**src/rtl/uart_tx_feeder.sv**
```systemverilog
// Byte FIFO in front of a UART Tx core: launches one frame at a time with a
// Data_Valid strobe and pops the head only once the core raises busy.
// Optional busy-rise timeout is enabled by defining TX_FEEDER_TIMEOUT_EN.
module uart_tx_feeder #(
  parameter int DATA_WIDTH = 8,
  parameter int DEPTH      = 16,
  parameter int BUSY_TO    = 8
) (
  input  logic                    CLK,
  input  logic                    RST,
  input  logic                    wr_en,
  input  logic [DATA_WIDTH-1:0]   wr_data,
  output logic                    full,
  output logic                    empty,
  output logic [$clog2(DEPTH):0]  count,
  output logic                    overflow,
  input  logic                    busy,
  output logic                    Data_Valid,
  output logic [DATA_WIDTH-1:0]   P_DATA,
  output logic                    to_err,
  output logic [1:0]              state_dbg_o
);

  localparam int AW = $clog2(DEPTH);
  localparam int CW = AW + 1;
  localparam logic [AW:0] DEPTH_CNT = CW'(DEPTH);

  if (DEPTH < 2 || (DEPTH & (DEPTH - 1)) != 0 || BUSY_TO < 2) begin : g_param_check
    $error("uart_tx_feeder: DEPTH must be a power of 2 >= 2 and BUSY_TO >= 2");
  end

  typedef enum logic [1:0] {
    IDLE      = 2'd0,
    LAUNCH    = 2'd1,
    WAIT_BUSY = 2'd2,
    WAIT_DONE = 2'd3
  } state_t;

  state_t                 state_q, state_d;
  logic [DATA_WIDTH-1:0]  mem_q [DEPTH];
  logic [AW-1:0]          wr_ptr_q, wr_ptr_d, rd_ptr_q, rd_ptr_d;
  logic [AW:0]            count_q, count_d;
  logic                   push, pop, timeout;

  assign full     = (count_q == DEPTH_CNT);
  assign empty    = (count_q == '0);
  assign count    = count_q;
  assign overflow = wr_en && full;
  assign push     = wr_en && !full;
  // Commit-on-ack: the head leaves the FIFO only when the core raises busy.
  assign pop      = (state_q == WAIT_BUSY) && busy && !empty;
  assign P_DATA   = empty ? '0 : mem_q[rd_ptr_q];
  assign Data_Valid  = (state_q == LAUNCH);
  assign state_dbg_o = state_q;

`ifdef TX_FEEDER_TIMEOUT_EN
  localparam int TW = $clog2(BUSY_TO) + 1;
  logic [TW-1:0] to_cnt_q, to_cnt_d;

  // Counter is zero on entry to WAIT_BUSY; fires on the BUSY_TO-th cycle there.
  assign timeout = (state_q == WAIT_BUSY) && !busy && (to_cnt_q == TW'(BUSY_TO - 1));
  assign to_err  = timeout;

  always_comb begin
    to_cnt_d = '0;
    if (state_q == WAIT_BUSY) to_cnt_d = to_cnt_q + TW'(1);
  end

  always_ff @(posedge CLK) begin
    if (!RST) to_cnt_q <= '0;
    else      to_cnt_q <= to_cnt_d;
  end
`else
  assign timeout = 1'b0;
  assign to_err  = 1'b0;
`endif

  always_comb begin
    wr_ptr_d = push ? wr_ptr_q + AW'(1) : wr_ptr_q;
    rd_ptr_d = pop  ? rd_ptr_q + AW'(1) : rd_ptr_q;
    count_d  = count_q;
    case ({push, pop})
      2'b10:   count_d = count_q + CW'(1);
      2'b01:   count_d = count_q - CW'(1);
      default: count_d = count_q;
    endcase
  end

  // Handshake: Data_Valid pulses for one cycle only from IDLE with busy low;
  // busy rising acknowledges the frame, busy falling ends it.
  always_comb begin
    state_d = state_q;
    case (state_q)
      IDLE:      if (!empty && !busy) state_d = LAUNCH;
      LAUNCH:    state_d = WAIT_BUSY;
      WAIT_BUSY: begin
        if (busy)         state_d = WAIT_DONE;
        else if (timeout) state_d = IDLE;
      end
      WAIT_DONE: if (!busy) state_d = IDLE;
      default:   state_d = IDLE;
    endcase
  end

  always_ff @(posedge CLK) begin
    if (!RST) begin
      state_q  <= IDLE;
      wr_ptr_q <= '0;
      rd_ptr_q <= '0;
      count_q  <= '0;
    end else begin
      state_q  <= state_d;
      wr_ptr_q <= wr_ptr_d;
      rd_ptr_q <= rd_ptr_d;
      count_q  <= count_d;
    end
  end

  always_ff @(posedge CLK) begin
    if (push) mem_q[wr_ptr_q] <= wr_data;
  end

endmodule

```
**config.mk**
```make
export PLATFORM = sky130hd
export DESIGN_NAME = uart_tx_feeder
export DESIGN_NICKNAME = d
export VERILOG_FILES = /design/src/rtl/uart_tx_feeder.sv
export SDC_FILE = /design/constraint.sdc
export NUM_CORES = 1
export LEC_CHECK = 0
export ABC_AREA = 1
export CORE_ASPECT_RATIO = 1.2
export CORE_MARGIN = 2
export CORE_UTILIZATION = 55
export CTS_CLUSTER_SIZE = 20
export DETAILED_ROUTE_END_ITERATION = 10
export PLACE_DENSITY = 0.74
export SETUP_SLACK_MARGIN = 0.4
export SYNTH_ARGS = -nofsm -noshare
export SYNTH_HDL_FRONTEND = slang
export SYNTH_SLANG_ARGS = --single-unit
```
**constraint.sdc**
```tcl
create_clock -name CLK -period 2.8 [get_ports CLK]
set_clock_uncertainty 0.1 [all_clocks]
set_input_delay 0.42 -clock CLK [delete_from_list [all_inputs] [get_ports CLK]]
set_output_delay 0.42 -clock CLK [all_outputs]
set_load 0.03 [all_outputs]
```
# --- Yosys cells after proc, flatten, opt, wreduce, memory -nomap -nowiden ---
# Memories as Yosys holds them, arrays and structs flattened. A register that Yosys moved wholly into a read port is not among the register bits.
# Cells that the tools add are included.
op_classes:
  add_sub_neg: 4
  n_eq_ne: 9
  n_mux: 10
  n_reduce_logical: 12
op_table:
  columns: ["operator", "count"]
  rows:
  - ["5-bit one-hot mux with 2 select lines", 1]
  - ["4-bit by 1-bit adder with 4-bit output, second input constant", 2]
  - ["4-bit 2-to-1 mux", 2]
  - ["8-bit 2-to-1 mux", 1]
  - ["2-bit one-hot mux with 4 select lines", 1]
  - ["2-bit equality test, second input constant", 3]
  - ["2-bit 2-to-1 mux", 3]
  - ["2-bit inequality test, second input constant", 3]
  - ["5-bit by 1-bit adder with 5-bit output, second input constant", 1]
  - ["5-bit equality test, second input constant", 1]
  - ["1-bit logical AND", 5]
  - ["5-bit logical NOT", 1]
  - ["5-bit by 1-bit subtractor with 5-bit output, second input constant", 1]
  - ["2-bit by 1-bit equality test with 1-bit output, second input constant", 2]
  - ["1-bit logical NOT", 3]
  - ["3-bit AND reduction", 1]
  - ["2-bit logical NOT", 1]
  - ["1-bit 2-to-1 mux", 2]
  - ["2-bit nonzero test", 1]
totals:
  register_bits: 15
  ramBits: 128
  out_inout_bits: 20
  memories: 1
mem_list:
  columns: ["name", "depth", "width", "rd", "rd_ports_with_merged_regs", "write_ports", "line_no", "text"]
  rows:
  - ["mem_q", 16, 8, 1, 1, 1, "40", "logic [DATA_WIDTH-1:0] mem_q [DEPTH];"]

# --- Depth between registers and ports, before layout ---
depth:
  ltp_word: 5
  depth_mapped: 17
  mapped_depth_nobuf: 17

# --- Worst setup path after synthesis ---
# No wires, ideal clock.
synth_timing:
  path_type: "reg2reg"
  start: "reg state_q[0] (netlist: state_dbg_o[0])"
  end: "reg count_q[4] (netlist: count[4])"
  setup_ns: 0.109
  t_arrival_ns: 2.126
  required_ns: 2.591
  setup_slack_ns: 0.465
  path_stages_with_launch: 18
  path_buffers: 0
  synth_period_minus_slack_ns: 2.335
  cell_sequence: "dfxtp_1 inv_1 ha_1 nand2_1 inv_1 nand2_4 inv_8 ha_1 xor2_1 ha_1 inv_1 nand2_2 nand2_1 nand2_1 nand2_1 nand3_1 nand2_1 inv_1"
synth_via:
  elab_chain_len: 5
  elab_cells_between_ends: 7
synth_lines:
  columns: ["item", "line_no", "text"]
  rows:
  - ["from (decl)", "39", "state_t state_q, state_d;"]
  - ["from (signal assigned)", "112", "state_q <= state_d;"]
  - ["2-bit equality test (*)", "51", "assign pop = (state_q == WAIT_BUSY) && busy && !empty;"]
  - ["1-bit logical AND (*) (2 in series)", "51", null]
  - ["named net pop", "43", "logic push, pop, timeout;"]
  - ["2-bit by 1-bit equality test with 1-bit output or 2-bit equality test (tied branches)", "82", "case ({push, pop})"]
  - ["5-bit one-hot mux with 2 select lines or 2-bit nonzero test (tied branches)", null, null]
  - ["to (signal assigned)", "115", "count_q <= count_d;"]
  - ["to (decl)", "42", "logic [AW:0] count_q, count_d;"]
# Mark *: on every way through the listed nets, which the timed path passes. The rest lies on a longest branch.
# A chain may end at the register's enable or synchronous reset.

==> flow_summary.toml <==
[run_status]
status = "complete, no violations"

[route]
wl_met1_um = 5710
drt-total-wl_um = 15600
dr.pass1.iters = 5
met3_length_um = 1200
drt-initial-drc-count = 401
highest_layer = "met4"
wl_per_cell_um = 21.2
wl_met2_um = 8090
via_count = 4512
vias_per_cell = 6.11
drc = 0
drtAntennaViolNets = 0

[power]
finalPower_mw = 6.67
ir_worst_vdd_mv = 0.509
p_leak_nw = 2.90
powerDensity_mw_per_mm2 = 843

[clocking]
root_buffer = "clkbuf_16"
clk_latency_ns = 0.43
cts_tree = "done"
htreeDepth = 4
cts_buffer_depth = 2
clock_sinks = 147
path_clk_slew_ns = 0.06
numCtsBuffers = 17
cts_hold_buf = 0

[finish]
antenna_cells = 0
nets = 618
syn_to_final_growth_pct = 28.7
utilization = 0.720
drive_gt1_frac = 0.245
finalInstanceArea_mm2 = 0.00791

[sta]
slew_viol_final = 0
hold_slack_ns = 0.432
period_minus_slack_ns = 2.47
tightest_slew_ns = 0.679
fin_setup_tns_ns = 0
max_freq_ghz = 0.404
finalCritPeriodShare = 0.883
rsz0062_at_grt = "true"
slew_headroom = 0.546
final-setup-viol-count = 0
hold_viol_final = 0

[place]
hpwlAfterDp_um = 9210
io_buffers = 30
gp_congestion = 0.862
post_dp_cell_area_mm2 = 0.00674

[critical_path]
end_kind = "primary output"
cp_data_arrival_time_ns = 1.95
critPathMaxFanout = 8
required_ns = 2.28
path_class = "flop to primary output"
setup.worst_path.start_class = "flop"

[grt]
grt_pass1_wl_um = 22400
grt_max_degree = 21
grt-ovfl-total = 0
grt_usage = 0.254
grt_pass1_vias = 4284
antenna_found_initial = 0

[floorplan]
io_pins = 32
die_h_um = 120
core-area_mm2 = 0.0110
die_w_um = 101
dieArea_mm2 = 0.0120
initial_core_util = 0.560
rows = 42

[worst_hold_path]
hp-class = "flop to flop"

[synth]
synth_ff_type = "edfxtp_1"
syn_area_mm2 = 0.00615
yosysMostFrequentCell = "edfxtp_1"
synthCells = 517
synth_seq_cells = 147
avgSynthCellArea_um2 = 11.9
synth.net_count = 541
yosys.area.top_type_share = 0.625
yosysSeqAreaShare = 0.687
synth_common_cells = "edfxtp_1 (128), nor2_1 (109), o21ai_0 (71)"
ys_warn_count = 0
yosysTopAreaCell = "edfxtp_1"
synth_cell_types = 31
synthArstFlopShare = 0
netlist_top_cells_area = "edfxtp_1 (63%), nor2_1 (6.7%), dfxtp_1 (6.2%)"
synth_enable_flop_cells = 128

[flow_run]
max_cap_viol_count = 0
-- logic make-up (layout without fill, tap and decap cells) --
group,count (synthesis),in the layout,synth area share
buffers and inverters,57,147,0.0411
adders and majority gates,12,12,0.0244
AOI/OAI and AO/OA,131,131,0.124
DFF,147,147,0.687
other,1,1,0.000610
xor gates and xnor gates,5,5,0.00712
and+or+nand+nor,164,164,0.115
-- path summary, 6_finish.rpt --
kind | startpoint | end | slack, ns | cells past startpoint
worst max-delay path | flop | P_DATA[1] | 0.33 | 7
worst min-delay path | wr_ptr_q[3]$_SDFFE_PN0P_ | wr_ptr_q[3]$_SDFFE_PN0P_ | 0.43 | 2
worst max register to register | state_dbg_o[0]$_SDFFE_PN0P_ | count[4]$_SDFFE_PN0P_ | 0.62 | 17
worst min register to register | wr_ptr_q[3]$_SDFFE_PN0P_ | wr_ptr_q[3]$_SDFFE_PN0P_ | 0.43 | 2
-- worst max-delay path: stages (launching register included) --
cell and delay [ns]:
dfxtp_4 0.42, buf_12 0.15, buf_12 0.12, o21ai_0 0.12
o221ai_1 0.23, nand3_1 0.14, a21oi_2 0.19, buf_6 0.15
-- sequential cells by signal, indices dropped and copies added (netlist names), named ones only --
name and count:
mem_q 128, count 5, rd_ptr_q 4, wr_ptr_q 4, state_dbg_o 2
-- placed cells by master (no fill, tap or decap), types with 5 or more instances in the layout --
cell type and instances:
edfxtp_1 128, nor2_1 104, o21ai_0 45, buf_4 31, inv_1 25, o21ai_1 23, clkbuf_16 22, nand2_1 20
clkdlybuf4s50_1 19, nand3_1 16, dfxtp_1 16, o221ai_1 15, buf_6 14, o21ai_2 12, ha_1 11, a21oi_1 10
o22ai_1 9, nor2_2 8, a21oi_2 7, buf_12 7, clkinvlp_4 5, o221ai_2 5, buf_8 5
-- layer usage --
metal / vias to the layer above / GRT usage
li1: 2021 / -
met1: 2151 / 0.298
met2: 282 / 0.448
met3: 58 / 0.0536
met4: 0 / 0.106
met5: - / 0
-- cell type report --
type,instances,area [um2]
Clock buffer,21,493
Clock inverter,11,123
Fill cell,705,3070
Inverter,32,144
Multi-Input combinational cell,313,1830
Sequential cell,147,4230
Tap cell,132,165
Timing Repair Buffer,83,925
-- power by group --
part,leakage [nW],switching [mW],internal [mW]
Clock,0.292,0.882,1.44
Sequential,1.31,0.0936,2.48
Combinational,1.30,1.06,0.714
-- per-stage QoR --
step	std cells	setup WS, ns
finish	739	0.326
global route	739	0.180
CTS	726	0.222
detailed placement	684	0.183
global placement	684	0.240
floorplan	517	0.465
-- timing repair --
| action | 4_1_cts | 5_1_grt |
|---|---|---|
| pin swaps | 9 | 29 |
| resized for setup | 78 | 79 |
| endpoints found under the setup margin | 11 | 12 |
| gates cloned | 1 | 3 |
| setup buffers | 9 | 10 |
Power figures use the tool's default switching activity.
==> RTL change (same flow settings) <==
The option `TX_FEEDER_TIMEOUT_EN` is turned on by a define.
--- a/src/rtl/uart_tx_feeder.sv
+++ b/src/rtl/uart_tx_feeder.sv
@@ -1,6 +1,8 @@
 // Byte FIFO in front of a UART Tx core: launches one frame at a time with a
 // Data_Valid strobe and pops the head only once the core raises busy.
 // Optional busy-rise timeout is enabled by defining TX_FEEDER_TIMEOUT_EN.
+`define TX_FEEDER_TIMEOUT_EN
+
 module uart_tx_feeder #(
   parameter int DATA_WIDTH = 8,
   parameter int DEPTH      = 16,
Behaviour: no difference found for any inputs over 10 cycles, from zero or initial values and one cycle with RST low; that may be too few to reach the edited logic, so the function may still have changed.
==> RTL change against the unedited design <==
Critical path depth rose by 2; setup slack better by 0.037 ns; total power is 1.3% lower; synthesized area grew 4.6%; design area grew 1.4%; sequential power is 2% higher; sequential cell count up 4; fmax grew 1.5%; wire length is 5.3% lower; via count rose by 3.9%; count of clock-buffer cells in the layout shrank 4; critical path type unchanged.
==> RTL change: results (changes against the unedited design) <==
run_status:
  status: "finished, final reports clean"
setup_path:
  regToRegSetupSlack_ns: 0.57  # -0.05 ns
  critical_path.endpoint: "P_DATA[1]"
  cp.arrival_ns: 1.92  # -0.03 ns
  reg2reg_depth: 16  # -1
  crit_type: "register to output pin"
  cp_max_fo: 19  # +11
  r2r-start: "count[3]"
cts:
  worstSkewPairLatency_ns: 0.41  # -0.02 ns
  clock_path_buffers: 2  # unchanged
  cts_made_buffers: 17  # unchanged
  cts.clk_slew.worst_paths_ns: 0.06  # about the same
  h-tree-depth: 4  # unchanged
synthesis:
  ys_async_sr_fraction_pct: 0  # unchanged
  yosysUniqueCellTypes: 25  # -19%
  yosys-top-cells-area: "edfxtp_1 60%, nand2_1 11%, nand3_1 8.6%"
  ys_top_cells_by_count: "197 x nand2_1, 128 x edfxtp_1, 111 x nand3_1"
  synth-edff-count: 128  # unchanged
  dominantRegCellSynth: "edfxtp_1"
  seq_area_frac_synth_pct: 66.91  # -1.8 points
  syn_nets: 632  # +17%
timing:
  relSlewSlack_pct: 53.00  # -1.6 points
  tns_ns: 0  # unchanged
  setup_ws_ns: 0.3629  # +0.03665 ns
route:
  drt-total-wl_um: 14810  # -5.3%
  first_iter_violations: 425  # +6.0%
  via_count: 4687  # +3.9%
grt:
  antenna_found_initial: 0  # unchanged
  grt_use_met3_pct: 5.467  # +0.11 points
  track_usage_pct: 24.51  # -0.88 points
  gr-usage-met1_pct: 29.95  # +0.16 points
  grt.met2_usage_pct: 42.16  # -2.7 points
  grt_first_pass_wirelength_um: 22700  # +1.4%
  grt_pass1_vias: 4530  # +5.7%
  grt_max_degree: 33  # +57%
cells_and_area:
  largest_register_ffs: 128  # unchanged
  nets: 698  # +13%
  final_layout_size_suffix_gt1_share_pct: 18.84  # -5.7 points
  diodes: 0  # unchanged
  fillers: 782  # +11%
place:
  gp_congestion: 0.8737  # +1.4%
  io_buffers: 31  # +3.3%
  place_ws_ns: 0.1076  # -0.07569 ns
  dp_hpwl_um: 8689  # -5.7%
power:
  p_leak_uw: 0.003161  # +8.9%
  swShare_pct: 31.13  # +0.60 points
  vdd_drop_max_mv: 0.5639  # +11%
worst_hold_path:
  hold_path_class: "register to register"
## RTL change: cell count changes after synthesis, sizes merged, moves of 3 or more
cell,change
ha,-3
nand3,+91
o221ai,-20
nor2,-81
a21oi,+6
clkbuf,-7
nand2,+174
buf,+8
o21ai,-70
o22ai,-12
inv,+7
dfxtp,+4
## RTL change: critical path, cell delays in order, from the launching register on
cell and delay, ns:
dfxtp_4 0.41, inv_8 0.10, buf_12 0.15, nand2_1 0.09, nand3_1 0.11, nand3_1 0.10
nand2_1 0.09, nand2_1 0.06, a21oi_2 0.19, buf_4 0.19
## RTL change: what timing repair did
action	CTS	global route
hold buffers	0	0
pin swaps	5	10
setup buffers	9	2
gates cloned	4	3
setup endpoints to repair	11	12
resized for setup	35	42
## RTL change: layout make-up
class	count	area [sq um]	share of cell area [%]
Timing Repair Buffer	72	815.8	10.17
Multi-Input combinational cell	394	1941	24.20
Clock buffer	17	425.4	5.304
Clock inverter	15	155.1	1.934
Tap cell	157	196.4	2.449
Inverter	40	166.4	2.075
Timing Repair inverter	1	7.507	0.09360
Sequential cell	151	4313	53.78
## RTL change: metal layers
metal / routed length [um] / part of all wire [%]
met5: 0 / 0
met1: 5544 / 37
met2: 7937 / 54
met3: 1031 / 7.0
met4: 297 / 2.0
## RTL change: how the worst min path moves through the flow
stage | to | start | cells after the start | slack, ns
after global routing | to_cnt_q[0] | to_cnt_q[0] | 1 | 0.39
after global placement | to_cnt_q[0] | to_cnt_q[0] | 1 | 0.33
final | to_cnt_q[0] | to_cnt_q[0] | 1 | 0.38
after detailed placement | to_cnt_q[0] | to_cnt_q[0] | 1 | 0.37
after floorplan | to_cnt_q[0] | to_cnt_q[0] | 1 | 0.32
after CTS | to_cnt_q[0] | to_cnt_q[0] | 1 | 0.37
## RTL change: logic make-up (layout without fill, tap and decap cells)
family / count (synthesis) / after routing / synth area share (%)
adders and majority gates: 9 / 9 / 1.751
buffers and inverters: 66 / 145 / 5.174
AOI/OAI and AO/OA: 34 / 34 / 2.743
and+or+nand+nor: 346 / 346 / 22.74
DFF: 151 / 151 / 66.91
xor gates and xnor gates: 5 / 5 / 0.6809
## RTL change: power groups by stage
stage	Clock (uW)	Combinational [uW]	Sequential, uW
after floorplan	0	896	2710
after global placement	0	1360	2660
after detailed placement	0	1390	2670
after CTS	2230	1570	2630
after global routing	2320	1890	2640
final	2210	1750	2630
## RTL change: through the flow
step                      instance area [sq um]  total power [uW]  hold slack, ns  std cells  utilization (%)
final                                      8020              6586          0.3753        847            69.99
after global routing                       8020              6849          0.3873        847            69.99
after CTS                                  7776              6433          0.3734        842            67.86
after detailed placement                   6918              4060          0.3677        797            60.37
after global placement                     6918              4020          0.3280        797            60.37
after floorplan                            6432              3601          0.3176        611                -
